==> src/rtl/imm_gen_stage_pkg.sv <==
// Shared types for the immediate-generation stage:
// format codes, opcodes and buffer states.
package imm_gen_stage_pkg;

  localparam int TYPE_W = 3;

  typedef enum logic [TYPE_W-1:0] {
    INST_R    = 3'd0,
    INST_I    = 3'd1,
    INST_S    = 3'd2,
    INST_B    = 3'd3,
    INST_U    = 3'd4,
    INST_J    = 3'd5,
    INST_CSRI = 3'd6,
    INST_ILL  = 3'd7
  } inst_type_e;

  typedef logic [TYPE_W-1:0] type_bus_t;

  localparam logic [6:0] OP_OP     = 7'b0110011;
  localparam logic [6:0] OP_IMM    = 7'b0010011;
  localparam logic [6:0] OP_LOAD   = 7'b0000011;
  localparam logic [6:0] OP_JALR   = 7'b1100111;
  localparam logic [6:0] OP_SYSTEM = 7'b1110011;
  localparam logic [6:0] OP_STORE  = 7'b0100011;
  localparam logic [6:0] OP_BRANCH = 7'b1100011;
  localparam logic [6:0] OP_LUI    = 7'b0110111;
  localparam logic [6:0] OP_AUIPC  = 7'b0010111;
  localparam logic [6:0] OP_JAL    = 7'b1101111;

  typedef enum logic [1:0] {
    ST_EMPTY = 2'd0,
    ST_ONE   = 2'd1,
    ST_FULL  = 2'd2
  } buf_state_e;

endpackage

==> src/rtl/imm_decode.sv <==
// Combinational format classifier and immediate
// extender with optional RV32E register check.
module imm_decode
  import imm_gen_stage_pkg::*;
#(
  parameter int XLEN = 32,
  parameter bit RVE  = 1'b1
) (
  input  logic [31:0]     inst,
  output inst_type_e      inst_type,
  output logic [XLEN-1:0] imm,
  output logic            illegal
);

  logic [6:0] opcode;
  logic       use_rd;
  logic       use_rs1;
  logic       use_rs2;
  logic       rve_bad;

  assign opcode = inst[6:0];

  always_comb begin
    inst_type = INST_ILL;
    unique case (1'b1)
      opcode == OP_OP:     inst_type = INST_R;
      opcode == OP_IMM,
      opcode == OP_LOAD,
      opcode == OP_JALR:   inst_type = INST_I;
      opcode == OP_SYSTEM:
        inst_type = inst[14] ? INST_CSRI : INST_I;
      opcode == OP_STORE:  inst_type = INST_S;
      opcode == OP_BRANCH: inst_type = INST_B;
      opcode == OP_LUI,
      opcode == OP_AUIPC:  inst_type = INST_U;
      opcode == OP_JAL:    inst_type = INST_J;
      default:             inst_type = INST_ILL;
    endcase
  end

  always_comb begin
    imm = '0;
    unique case (inst_type)
      INST_I:
        imm = XLEN'($signed(inst[31:20]));
      INST_S:
        imm = XLEN'($signed({inst[31:25], inst[11:7]}));
      INST_B:
        imm = XLEN'($signed({inst[31], inst[7],
                inst[30:25], inst[11:8], 1'b0}));
      INST_U:
        imm = XLEN'($signed({inst[31:12], 12'b0}));
      INST_J:
        imm = XLEN'($signed({inst[31], inst[19:12],
                inst[20], inst[30:21], 1'b0}));
      INST_CSRI:
        imm = XLEN'(inst[19:15]);
      default:
        imm = '0;
    endcase
  end

  // CSRI rs1 field carries the zimm, not a register
  always_comb begin
    use_rd  = 1'b0;
    use_rs1 = 1'b0;
    use_rs2 = 1'b0;
    unique case (inst_type)
      INST_R: begin
        use_rd  = 1'b1;
        use_rs1 = 1'b1;
        use_rs2 = 1'b1;
      end
      INST_I: begin
        use_rd  = 1'b1;
        use_rs1 = 1'b1;
      end
      INST_S, INST_B: begin
        use_rs1 = 1'b1;
        use_rs2 = 1'b1;
      end
      INST_U, INST_J, INST_CSRI:
        use_rd = 1'b1;
      default: ;
    endcase
  end

  assign rve_bad = RVE &&
    ((use_rd  && inst[11]) ||
     (use_rs1 && inst[19]) ||
     (use_rs2 && inst[24]));

  assign illegal = (inst_type == INST_ILL) || rve_bad;

endmodule

==> src/rtl/imm_gen_stage.sv <==
// Registered immediate-generation stage: decode on
// input, two-entry skid buffer toward the consumer.
module imm_gen_stage
  import imm_gen_stage_pkg::*;
#(
  parameter int XLEN = 32,
  parameter bit RVE  = 1'b1
) (
  input  logic            clk,
  input  logic            rst,
  input  logic            flush,
  input  logic            in_valid,
  output logic            in_ready,
  input  logic [31:0]     inst,
  input  logic [XLEN-1:0] pc,
  output logic            out_valid,
  input  logic            out_ready,
  output logic [XLEN-1:0] out_pc,
  output inst_type_e      out_type,
  output logic [XLEN-1:0] out_imm,
  output logic [4:0]      out_rs1,
  output logic [4:0]      out_rs2,
  output logic [4:0]      out_rd,
  output logic            out_illegal
);

  typedef struct packed {
    logic [XLEN-1:0] pc;
    inst_type_e      ty;
    logic [XLEN-1:0] imm;
    logic [4:0]      rs1;
    logic [4:0]      rs2;
    logic [4:0]      rd;
    logic            illegal;
  } entry_t;

  entry_t     dec;
  entry_t     head;
  entry_t     skid;
  buf_state_e state;
  logic       in_fire;
  logic       out_fire;

  imm_decode #(
    .XLEN (XLEN),
    .RVE  (RVE)
  ) u_dec (
    .inst      (inst),
    .inst_type (dec.ty),
    .imm       (dec.imm),
    .illegal   (dec.illegal)
  );

  assign dec.pc  = pc;
  assign dec.rs1 = inst[19:15];
  assign dec.rs2 = inst[24:20];
  assign dec.rd  = inst[11:7];

  // Handshake flags depend only on registered state
  assign in_ready  = (state != ST_FULL);
  assign out_valid = (state != ST_EMPTY);
  assign in_fire   = in_valid & in_ready;
  assign out_fire  = out_valid & out_ready;

  always_ff @(posedge clk) begin
    if (rst) begin
      state <= ST_EMPTY;
      head  <= '0;
      skid  <= '0;
    end else if (flush) begin
      state <= ST_EMPTY;
    end else begin
      unique case (state)
        ST_EMPTY: begin
          if (in_fire) begin
            head  <= dec;
            state <= ST_ONE;
          end
        end
        ST_ONE: begin
          if (in_fire && out_fire) begin
            head <= dec;
          end else if (in_fire) begin
            skid  <= dec;
            state <= ST_FULL;
          end else if (out_fire) begin
            state <= ST_EMPTY;
          end
        end
        ST_FULL: begin
          if (out_fire) begin
            head  <= skid;
            state <= ST_ONE;
          end
        end
        default: state <= ST_EMPTY;
      endcase
    end
  end

  assign out_pc      = head.pc;
  assign out_type    = head.ty;
  assign out_imm     = head.imm;
  assign out_rs1     = head.rs1;
  assign out_rs2     = head.rs2;
  assign out_rd      = head.rd;
  assign out_illegal = head.illegal;

endmodule

==> config.mk <==
export PLATFORM = sky130hd
export DESIGN_NAME = imm_gen_stage
export DESIGN_NICKNAME = d
export VERILOG_FILES = /design/src/rtl/imm_gen_stage_pkg.sv /design/src/rtl/imm_decode.sv /design/src/rtl/imm_gen_stage.sv
export SDC_FILE = /design/constraint.sdc
export NUM_CORES = 1
export LEC_CHECK = 0
export BUFFER_PORTS_ARGS = -buffer_cell sky130_fd_sc_hd__buf_2
export CORE_ASPECT_RATIO = 2
export CORE_MARGIN = 2
export CORE_UTILIZATION = 25
export DETAILED_ROUTE_END_ITERATION = 10
export PLACE_DENSITY_LB_ADDON = 0.12
export SLEW_MARGIN = 20
export SYNTH_ARGS = -nofsm -noshare
export SYNTH_HDL_FRONTEND = slang
export SYNTH_SLANG_ARGS = --single-unit
==> constraint.sdc <==
create_clock -name clk -period 2.44 [get_ports clk]
set_input_delay 0.366 -clock clk [delete_from_list [all_inputs] [get_ports clk]]
set_output_delay 0.366 -clock clk [all_outputs]
set_load 0.02 [all_outputs]
# ---- Word level (Yosys, flattened, before mapping)
# Cells that the tools add are included.
dict set report totals {
  reg_bits 168
  in_bits 69
  out_inout_bits 85
  wordCells 80
}
dict set report classes {
  n_eq_ne 25
  muxes 16
  bitwise 4
  n_reduce_logical 20
}
# op count
set ops {}
lappend ops {{$mux W83} 3}
lappend ops {{$pmux W83 S3} 1}
lappend ops {{$pmux W32 S6} 1}
lappend ops {{$eq A7 B7 Y1 const B} 4}
lappend ops {{$eq A7 B6 Y1 const B} 3}
lappend ops {{$pmux W3 S7} 1}
lappend ops {{$eq A7 B5 Y1 const B} 2}
lappend ops {{$eq A3 B3 Y1 const B} 4}
lappend ops {{$mux W2} 5}
lappend ops {{$ne A2 B2 Y1 const B} 5}
lappend ops {{$reduce_and A4 Y1} 2}
lappend ops {{$eq A7 B2 Y1 const B} 1}
lappend ops {{$eq A3 B2 Y1 const B} 2}
lappend ops {{$pmux W2 S3} 1}
lappend ops {{$reduce_or A3 Y1} 2}
lappend ops {{$reduce_and A5 Y1} 1}
lappend ops {{$reduce_or A5 Y1} 1}
lappend ops {{$logic_and A1 B1 Y1} 4}
lappend ops {{$reduce_or A2 Y1} 2}
lappend ops {{$reduce_or A4 Y1} 1}
lappend ops {{$eq A3 B1 Y1 const B} 1}
lappend ops {{$logic_not A3 Y1} 1}
lappend ops {{$logic_or A1 B1 Y1} 3}
lappend ops {{$mux W1} 3}
lappend ops {{other kinds (9)} 11}

# ---- Logic depth before layout (Yosys ltp)
# Gate-level depths: netlist (run 1).
dict set report depth {
  depth_word 12
  ltp_mapped 7
  mapped_depth_nobuf 5
}

# ---- Hierarchy
# A second synthesis (run 1) with hierarchy kept.
dict set report hier_totals {
  hier_cells 959
  area_unflattened_um2 8740.9
}
# module n_inst cells_per_inst area_each_um2 seq_area_each_um2
set modules_own_cells {}
lappend modules_own_cells {imm_gen_stage 1 858 8061.5 3363.2}
lappend modules_own_cells {imm_decode 1 101 679.4 0.0}

# ---- Worst setup path after synthesis (run 1)
# OpenSTA, ideal clock, no wires.
dict set report synth_path {
  path_kind {in2reg}
  startpoint {input inst[6]}
  endpoint {register head (netlist bit out_illegal)}
  arrival_ns 1.597
  t_required_ns 2.361
  path_slack_ns 0.763
  stages 6
  path_buffers 1
  path_cell_list {and3b_1 > and4_4 > buf_6 > o21bai_4 > o311a_1 > a211oi_2}
}
dict set report synth_via {
  elab_chain_len 12
  elab_cells_between_ends 36
  cone_classes {17 x eq/ne; 7 x mux; 12 x reduce/logical}
}
# element line
set synth_rtl {}
lappend synth_rtl {{start: declaration} imm_gen_stage.sv:14} ;# input logic [31:0] inst,
lappend synth_rtl {{$eq A7 B7 Y1 (tied with other cells)} imm_decode.sv:29} ;# opcode == OP_JALR: inst_type = INST_I;
lappend synth_rtl {{$reduce_or A3 Y1 / $reduce_or A2 Y1 (equally long branches)} imm_decode.sv:25} ;# unique case (1'b1)
lappend synth_rtl {{$pmux W3 S7 *} imm_decode.sv:25}
lappend synth_rtl {{$eq A3 B3 Y1 (tied with other cells)} imm_decode.sv:68} ;# unique case (inst_type)
lappend synth_rtl {{$reduce_or A5 Y1 (no source line) / $reduce_or A4 Y1 (equally long branches)} n/a}
lappend synth_rtl {{$mux W1} imm_decode.sv:68}
lappend synth_rtl {{$logic_and A1 B1 Y1, on equally long branches} {imm_decode.sv:89, imm_decode.sv:90}}
lappend synth_rtl {{$logic_or A1 B1 Y1} imm_decode.sv:89} ;# ((use_rd && inst[11]) ||
lappend synth_rtl {{$logic_or A1 B1 Y1} imm_decode.sv:90} ;# (use_rs1 && inst[19]) ||
lappend synth_rtl {{$logic_or A1 B1 Y1 *} imm_decode.sv:93} ;# assign illegal = (inst_type == INST_ILL) || rve_bad;
lappend synth_rtl {{$mux W83, on equally long branches} {imm_gen_stage.sv:81, imm_gen_stage.sv:75}}
lappend synth_rtl {{$pmux W83 S3 *} imm_gen_stage.sv:73} ;# unique case (state)
lappend synth_rtl {{end signal: assignment} imm_gen_stage.sv:92} ;# head <= skid;
lappend synth_rtl {{end: declaration} imm_gen_stage.sv:38} ;# entry_t head;
# Mark *: on every way between the ends. The rest lies on a longest branch, timed or not. The select of a mux whose other input is x is not followed.
# A chain may end at the register's enable or synchronous reset.

# ---- Final worst setup path (run 1)
dict set report layout_path {
  startpoint {register state[0]}
  endpoint {register skid[33] in the netlist's numbering}
}
dict set report layout_via {
  elab_chain_len 5
  elab_cells_between_ends 8
  cone_classes {2 x eq/ne; 3 x bitwise; 3 x reduce/logical}
}
# element line
set layout_rtl {}
lappend layout_rtl {{start: declaration} imm_gen_stage.sv:40} ;# buf_state_e state;
lappend layout_rtl {{start signal: assignment} imm_gen_stage.sv:67} ;# state <= ST_EMPTY;
lappend layout_rtl {{start signal: assignment} imm_gen_stage.sv:71} ;# state <= ST_EMPTY;
lappend layout_rtl {{start signal: assignment} imm_gen_stage.sv:77} ;# state <= ST_ONE;
lappend layout_rtl {{$ne A2 B2 Y1 / $reduce_bool A2 Y1 (equally long branches)} {imm_gen_stage.sv:60, imm_gen_stage.sv:61}}
lappend layout_rtl {{$and A1 B1 Y1, on equally long branches} {imm_gen_stage.sv:62, imm_gen_stage.sv:63}}
lappend layout_rtl {{$logic_and A1 B1 Y1} imm_gen_stage.sv:81} ;# if (in_fire && out_fire) begin
lappend layout_rtl {{$not A1 Y1 (no source line)} n/a}
lappend layout_rtl {{$reduce_and A4 Y1 (no source line) *} n/a}
lappend layout_rtl {{end signal: assignment} imm_gen_stage.sv:69} ;# skid <= '0;
lappend layout_rtl {{end signal: assignment} imm_gen_stage.sv:84} ;# skid <= dec;
lappend layout_rtl {{end: declaration} imm_gen_stage.sv:39} ;# entry_t skid;
# Mark *: on every way between the ends. The rest lies on a longest branch, timed or not.

==> flow_summary_export.csv, run 1 <==
group,metric,value,unit
placement,portBuffers,153,
route,ant_nets,0,
floorplan,core-area,28100,sq um
final_layout,final_common_cell,"nand2_1",
logic_synthesis,yosysSeqAreaShare,47.4,%
clock_network,cts_hold_buf,0,
sta,tightest_slew,0.753,ns
logic_synthesis,synth.avg_cell_area,7.81,sq um
clock_network,cts_resized,0,
logic_synthesis,netlist-cell-type-count,46,
setup_path,crit_chain,"nand2b_2, or3_2, a31oi_1, buf_4, a21oi_1",
global_route,grt_max_degree,142,
clock_network,cts.htree.levels,4,
route,drcViolationCount,0,
global_route,grt_pass1_vias,6568,
clock_network,cts_setup_buffers,0,
setup_path,critical_path.slowest_cell,"or3_2",
outcome,status,"completed",
sta,clock-skew-final,0.00521,ns
global_route,track_usage,16.5,%
sta,fin_setup_tns,0,ns
clock_network,clk_latency,0.44,ns
power,p_leak,3.46,nW
sta,rsz0062_at_grt,"no",
logic_synthesis,synth-xor-area-share,0,%
sta,slew_headroom,49.7,%
logic_synthesis,synth_top_family_by_area,"compound AO/OA/AOI/OAI gates",
power,p_per_area,718,nW/um^2
sta,max_freq,511,MHz
logic_synthesis,netlist_instances,909,
setup_path,slowest_delay,0.70,ns
logic_synthesis,synth-edff-count,0,
logic_synthesis,synth_top_cells_by_area,"dfxtp_1 (47%), nand2_1 (12%), a21oi_1 (6.9%), a311oi_1 (6.0%), o21ai_0 (4.2%)",
clock_network,cts_root_buffer,"clkbuf_16",
setup_path,cp-end-kind,"register",
clock_network,cts_tree,"yes",
floorplan,num_rows,87,
floorplan,die_h,242,um
final_layout,drive_gt1_share,21.5,%
final_layout,num_antenna_cells,0,
final_layout,area_growth,26.0,%
global_route,antenna_found_initial,0,
setup_path,crit_arrival,2.28,ns
setup_path,start_kind,"register",
logic_synthesis,synthArstFlopShare,0,%
clock_network,clock-sinks,168,
sta,setup-violations-final,0,
placement,pre_cts_slack,0.226,ns
logic_synthesis,yosys_warnings,0,
logic_synthesis,syn_area,7100,sq um
floorplan,design.die.area,29800,sq um
setup_path,worstSetupPathType,"register to register",
global_route,grt_overflow,0,
sta,finalWorstSetupSlack,0.483,ns
sta,drv_slew,0,
setup_path,rrSetupSlack,0.48,ns
clock_network,clockBufferDepth,2,
route,drt-total-wl,24.3,mm
route,vias,6771,
logic_synthesis,yosys_most_used_dff,"dfxtp_1",
logic_synthesis,syn-num-nets,978,
logic_synthesis,muxShareOfSynthArea,1.55,%
placement,placedCellCount,1363,
logic_synthesis,synth_compound_gate_area_share,24.9,%
placement,post-dp-hpwl,16.3,mm
final_layout,fin_cells,1395,
sta,holdWs,0.160,ns
global_route,grt_pass1_wl,37.4,mm
logic_synthesis,synth_adder_area_share,0,%
placement,gp_congestion,0.841,
route,drt_first_iter_violations,417,
logic_synthesis,synth_top_area_share,47.4,%
logic_synthesis,synth_top_area_cell,"dfxtp_1",
logic_synthesis,synthSimpleGateAreaFrac,20.8,%
route,dr.pass1.iters,4,
hold_path,hold_class,"primary input to register",
floorplan,io_pins,154,
route,wl_per_cell,17.4,um
power,ir_worst_vdd,450,uV
setup_path,cp.required,2.77,ns
logic_synthesis,synth-seq-cells,168,
sta,final.min_clock_period,1.96,ns
floorplan,start_util,25.3,%
final_layout,mostFrequentLayoutCells,"nand2_1 (235), dfxtp_1 (168), buf_2 (152)",
final_layout,fin_nets,1095,
sta,fin_crit_sh,80.2,%
job,drv_cap,0,
power,power,6.42,mW
floorplan,die_w,123,um
clock_network,cts_inserted_buffers,17,
route,vias_per_cell,4.85,
sta,hold_viol,0,
clock_network,path_clk_slew,0.06,ns
setup_path,cp_max_fo,15,
## power by group
part           switching (mW)  internal, mW  total (mW)  leakage, nW
logic                   0.453         0.243       0.696         1.80
clock network            1.14          1.70        2.83        0.299
registers              0.0533          2.84        2.89         1.37
total                    1.64          4.78        6.42         3.46
## worst paths after layout
check | from | to | cells after the start
max | state[0]$_SDFFE_PP0P_ | skid[33]$_SDFFE_PP0P_ | 5
min | out_ready | state[1]$_SDFFE_PP0P_ | 2
max reg2reg | state[0]$_SDFFE_PP0P_ | skid[33]$_SDFFE_PP0P_ | 5
min reg2reg | skid[25]$_SDFFE_PP0P_ | skid[25]$_SDFFE_PP0P_ | 2
## state kept, by name (all words and copies together), names as in the netlist
register and count:
out_rs2 5, out_type 3, out_rd 5, out_illegal 1
out_pc 32, skid 83, state 2, out_imm 32
out_rs1 5
## final cells by class
cell class | count | area [sq um]
inverters | 8 | 30.0
well taps | 356 | 445
flip-flops and latches | 168 | 3360
clock buffers | 26 | 529
fillers | 3075 | 19100
multi-input cells | 649 | 3380
clock inverters | 6 | 85.1
repair buffers | 182 | 1110
## worst max-delay path: cells and delay by family, from the launching register on
kind            cells  cell delay, ns
simple gates        2            0.85
flops               1            0.48
compound gates      2            0.31
buf+inv             1            0.19
## cell usage after synthesis, types with 11 or more instances
master and n:
mux2i_1 11, nor2_1 73, a31oi_1 15, o211ai_1 15, nand3_1 24, clkbuf_1 59, a21oi_1 98, a311oi_1 49
buf_2 21, nand2_1 235, o21ai_0 59, dfxtp_1 168
## metrics by stage
stage	area [sq um]	utilization (%)
global placement	8330	29.7
detailed placement	8330	29.7
global route	8950	31.9
floorplan	7100	-
CTS	8950	31.9
finish	8950	31.9
## metal layers
layer	global-route usage [%]	share of wire, %	up-vias
met5	0	0	-
met4	7.85	3.4	0
met3	3.55	4.1	49
met2	28.8	52	163
met1	18.7	41	3147
li1	-	-	3412
## logic make-up (layout without fill, tap and decap cells)
kind of cell    Yosys count  in the layout
simple gates            361            361
compound gates          277            277
buf+inv                  92            222
mux                      11             11
flops                   168            168
Note: power is estimated with default switching activity, not from simulation.
==> run 2: changes to the inputs <==
clock period = 1.6 ns   (was 2.44 ns; I/O delays follow)
==> run 2 against run 1 <==
Effect of this change:
- the run now ends with setup timing left
- die area is the same
- clock skew rose by 0.0059 ns
- sequential share of layout area shrank 5.2 points
- global-route usage rose by 1.5 points
- critical endpoint is now in_ready
==> flow_summary_export.csv, run 2 (synthesized netlist as in run 1, its figures left out) <==
group,metric,value,unit
sta,holdWs,0.0477,ns
sta,setup-violations-final,30,
floorplan,io_pins,154,
route,vias_per_cell,4.83,
placement,post-dp-hpwl,17.6,mm
final_layout,finalInstanceArea,10400,sq um
route,drcViolationCount,0,
final_layout,mostFrequentLayoutCells,"nand2_1 (234), dfxtp_1 (166), buf_2 (150)",
setup_path,crit_arrival,1.42,ns
floorplan,die_h,242,um
outcome,violations,"setup timing",
global_route,grt_overflow,0,
clock_network,cts_hold_buf,0,
route,dr.pass1.iters,4,
global_route,track_usage,18.1,%
global_route,antenna_found_initial,0,
sta,fin_setup_tns,-0.562,ns
sta,hold_viol,0,
outcome,status,"finished, violations left",
power,power,9.99,mW
sta,slew_headroom,51.3,%
clock_network,cts_root_buffer,"clkbuf_16",
power,p_leak,4.12,nW
setup_path,crit_chain,"buf_6, nor2b_4, inv_4, buf_12, buf_8",
final_layout,area_growth,46.5,%
floorplan,design.die.area,29800,sq um
sta,fin_crit_sh,103,%
clock_network,path_clk_slew,0.06,ns
sta,finalWorstSetupSlack,-0.0559,ns
global_route,grt_pass1_vias,6981,
clock_network,clockBufferDepth,2,
power,p_per_area,960,nW/um^2
sta,clock-skew-final,0.0111,ns
setup_path,slowest_delay,0.34,ns
floorplan,start_util,25.3,%
setup_path,cp_max_fo,4,
setup_path,cp.required,1.36,ns
setup_path,crit_buf_inv,4,
setup_path,worstSetupPathType,"register to output port",
global_route,grt_pass1_wl,40.7,mm
final_layout,largest_register_ffs,83,
setup_path,cp-end-kind,"output port",
final_layout,largest_register,"skid",
floorplan,die_w,123,um
floorplan,num_rows,87,
final_layout,num_antenna_cells,0,
sta,final.min_clock_period,1.66,ns
placement,placed_area,8940,sq um
clock_network,cts_inserted_buffers,17,
placement,portBuffers,153,
route,vias,7182,
placement,gp_congestion,0.840,
final_layout,drive_gt1_share,32.1,%
route,wl_per_cell,18.2,um
route,drt-total-wl,27.1,mm
clock_network,clock-sinks,168,
sta,drv_slew,0,
route,drt_first_iter_violations,303,
global_route,grt_max_degree,142,
power,ir_worst_vdd,749,uV
sta,tightest_slew,0.730,ns
setup_path,crit_family,"buffers and inverters",
clock_network,clk_latency,0.44,ns
setup_path,critical_path.slowest_cell,"dfxtp_2",
final_layout,n_fill_cell,2983,
job,drv_cap,0,
floorplan,core-area,28100,sq um
sta,rsz0062_at_grt,"yes",
final_layout,final_common_cell,"nand2_1",
setup_path,start_kind,"register",
final_layout,fin_nets,1189,
sta,max_freq,604,MHz
route,ant_nets,0,
clock_network,cts.htree.levels,4,
clock_network,cts_tree,"yes",
hold_path,hold_class,"primary input to register",
==> run 2: through the flow <==
stage	worst slack, ns	utilization, %	cells
after floorplan	0.0329	-	909
after global placement	-0.126	31.8	1427
after detailed placement	-0.125	31.8	1427
after CTS	-0.0709	35.7	1478
after global routing	-0.118	37.0	1488
final	-0.0559	37.0	1488
==> run 2: final timing paths <==
check                           depth (start not counted)             startpoint  slack, ns                      to
worst max register to register                         10  state[1]$_SDFFE_PP0P_      -0.05  out_pc[9]$_SDFFE_PP0P_
worst max-delay path                                    5  state[1]$_SDFFE_PP0P_      -0.06                in_ready
worst min-delay path                                    3                  pc[3]       0.05   skid[54]$_SDFFE_PP0P_
worst min register to register                          2  skid[76]$_SDFFE_PP0P_       0.45   skid[76]$_SDFFE_PP0P_
==> run 2: timing repair <==
item / in CTS / in global routing
pin swaps: 35 / 33
setup buffers: 12 / 7
setup endpoints to repair: 139 / 158
resized for setup: 37 / 86
cloned: 8 / 5
==> run 2: layout make-up <==
cell class / instances / area (sq um) / area share [%]
clock buffer: 24 / 492 / 4.73
tap: 356 / 445 / 4.28
clock inverter: 7 / 91.3 / 0.878
inverter: 8 / 32.5 / 0.313
multi-input combinational: 649 / 3600 / 34.6
sequential: 168 / 3370 / 32.4
timing repair buffer: 276 / 2370 / 22.8
==> run 2: power breakdown <==
group | total [mW] | switching, mW | internal (mW) | leakage, nW
registers | 4.42 | 0.0877 | 4.33 | 1.37
logic | 1.35 | 0.780 | 0.569 | 2.47
clock network | 4.22 | 1.76 | 2.46 | 0.286
==> run 2: per-layer routing <==
| layer | share of wire [%] | vias to the layer above | global-route usage, % |
|---|---|---|---|
| met5 | 0 | - | 0 |
| met4 | 1.8 | 0 | 6.42 |
| met3 | 3.5 | 22 | 3.65 |
| met2 | 55 | 144 | 32.8 |
| met1 | 40 | 3396 | 20.3 |
| li1 | - | 3620 | - |
==> run 2: worst register-to-register path: cells and delay by family (launching register included) <==
| kind | cells | cell delay, ns |
|---|---|---|
| DFF | 1 | 0.33 |
| and+or+nand+nor | 3 | 0.22 |
| buffers and inverters | 5 | 0.61 |
| AOI/OAI and AO/OA | 2 | 0.40 |
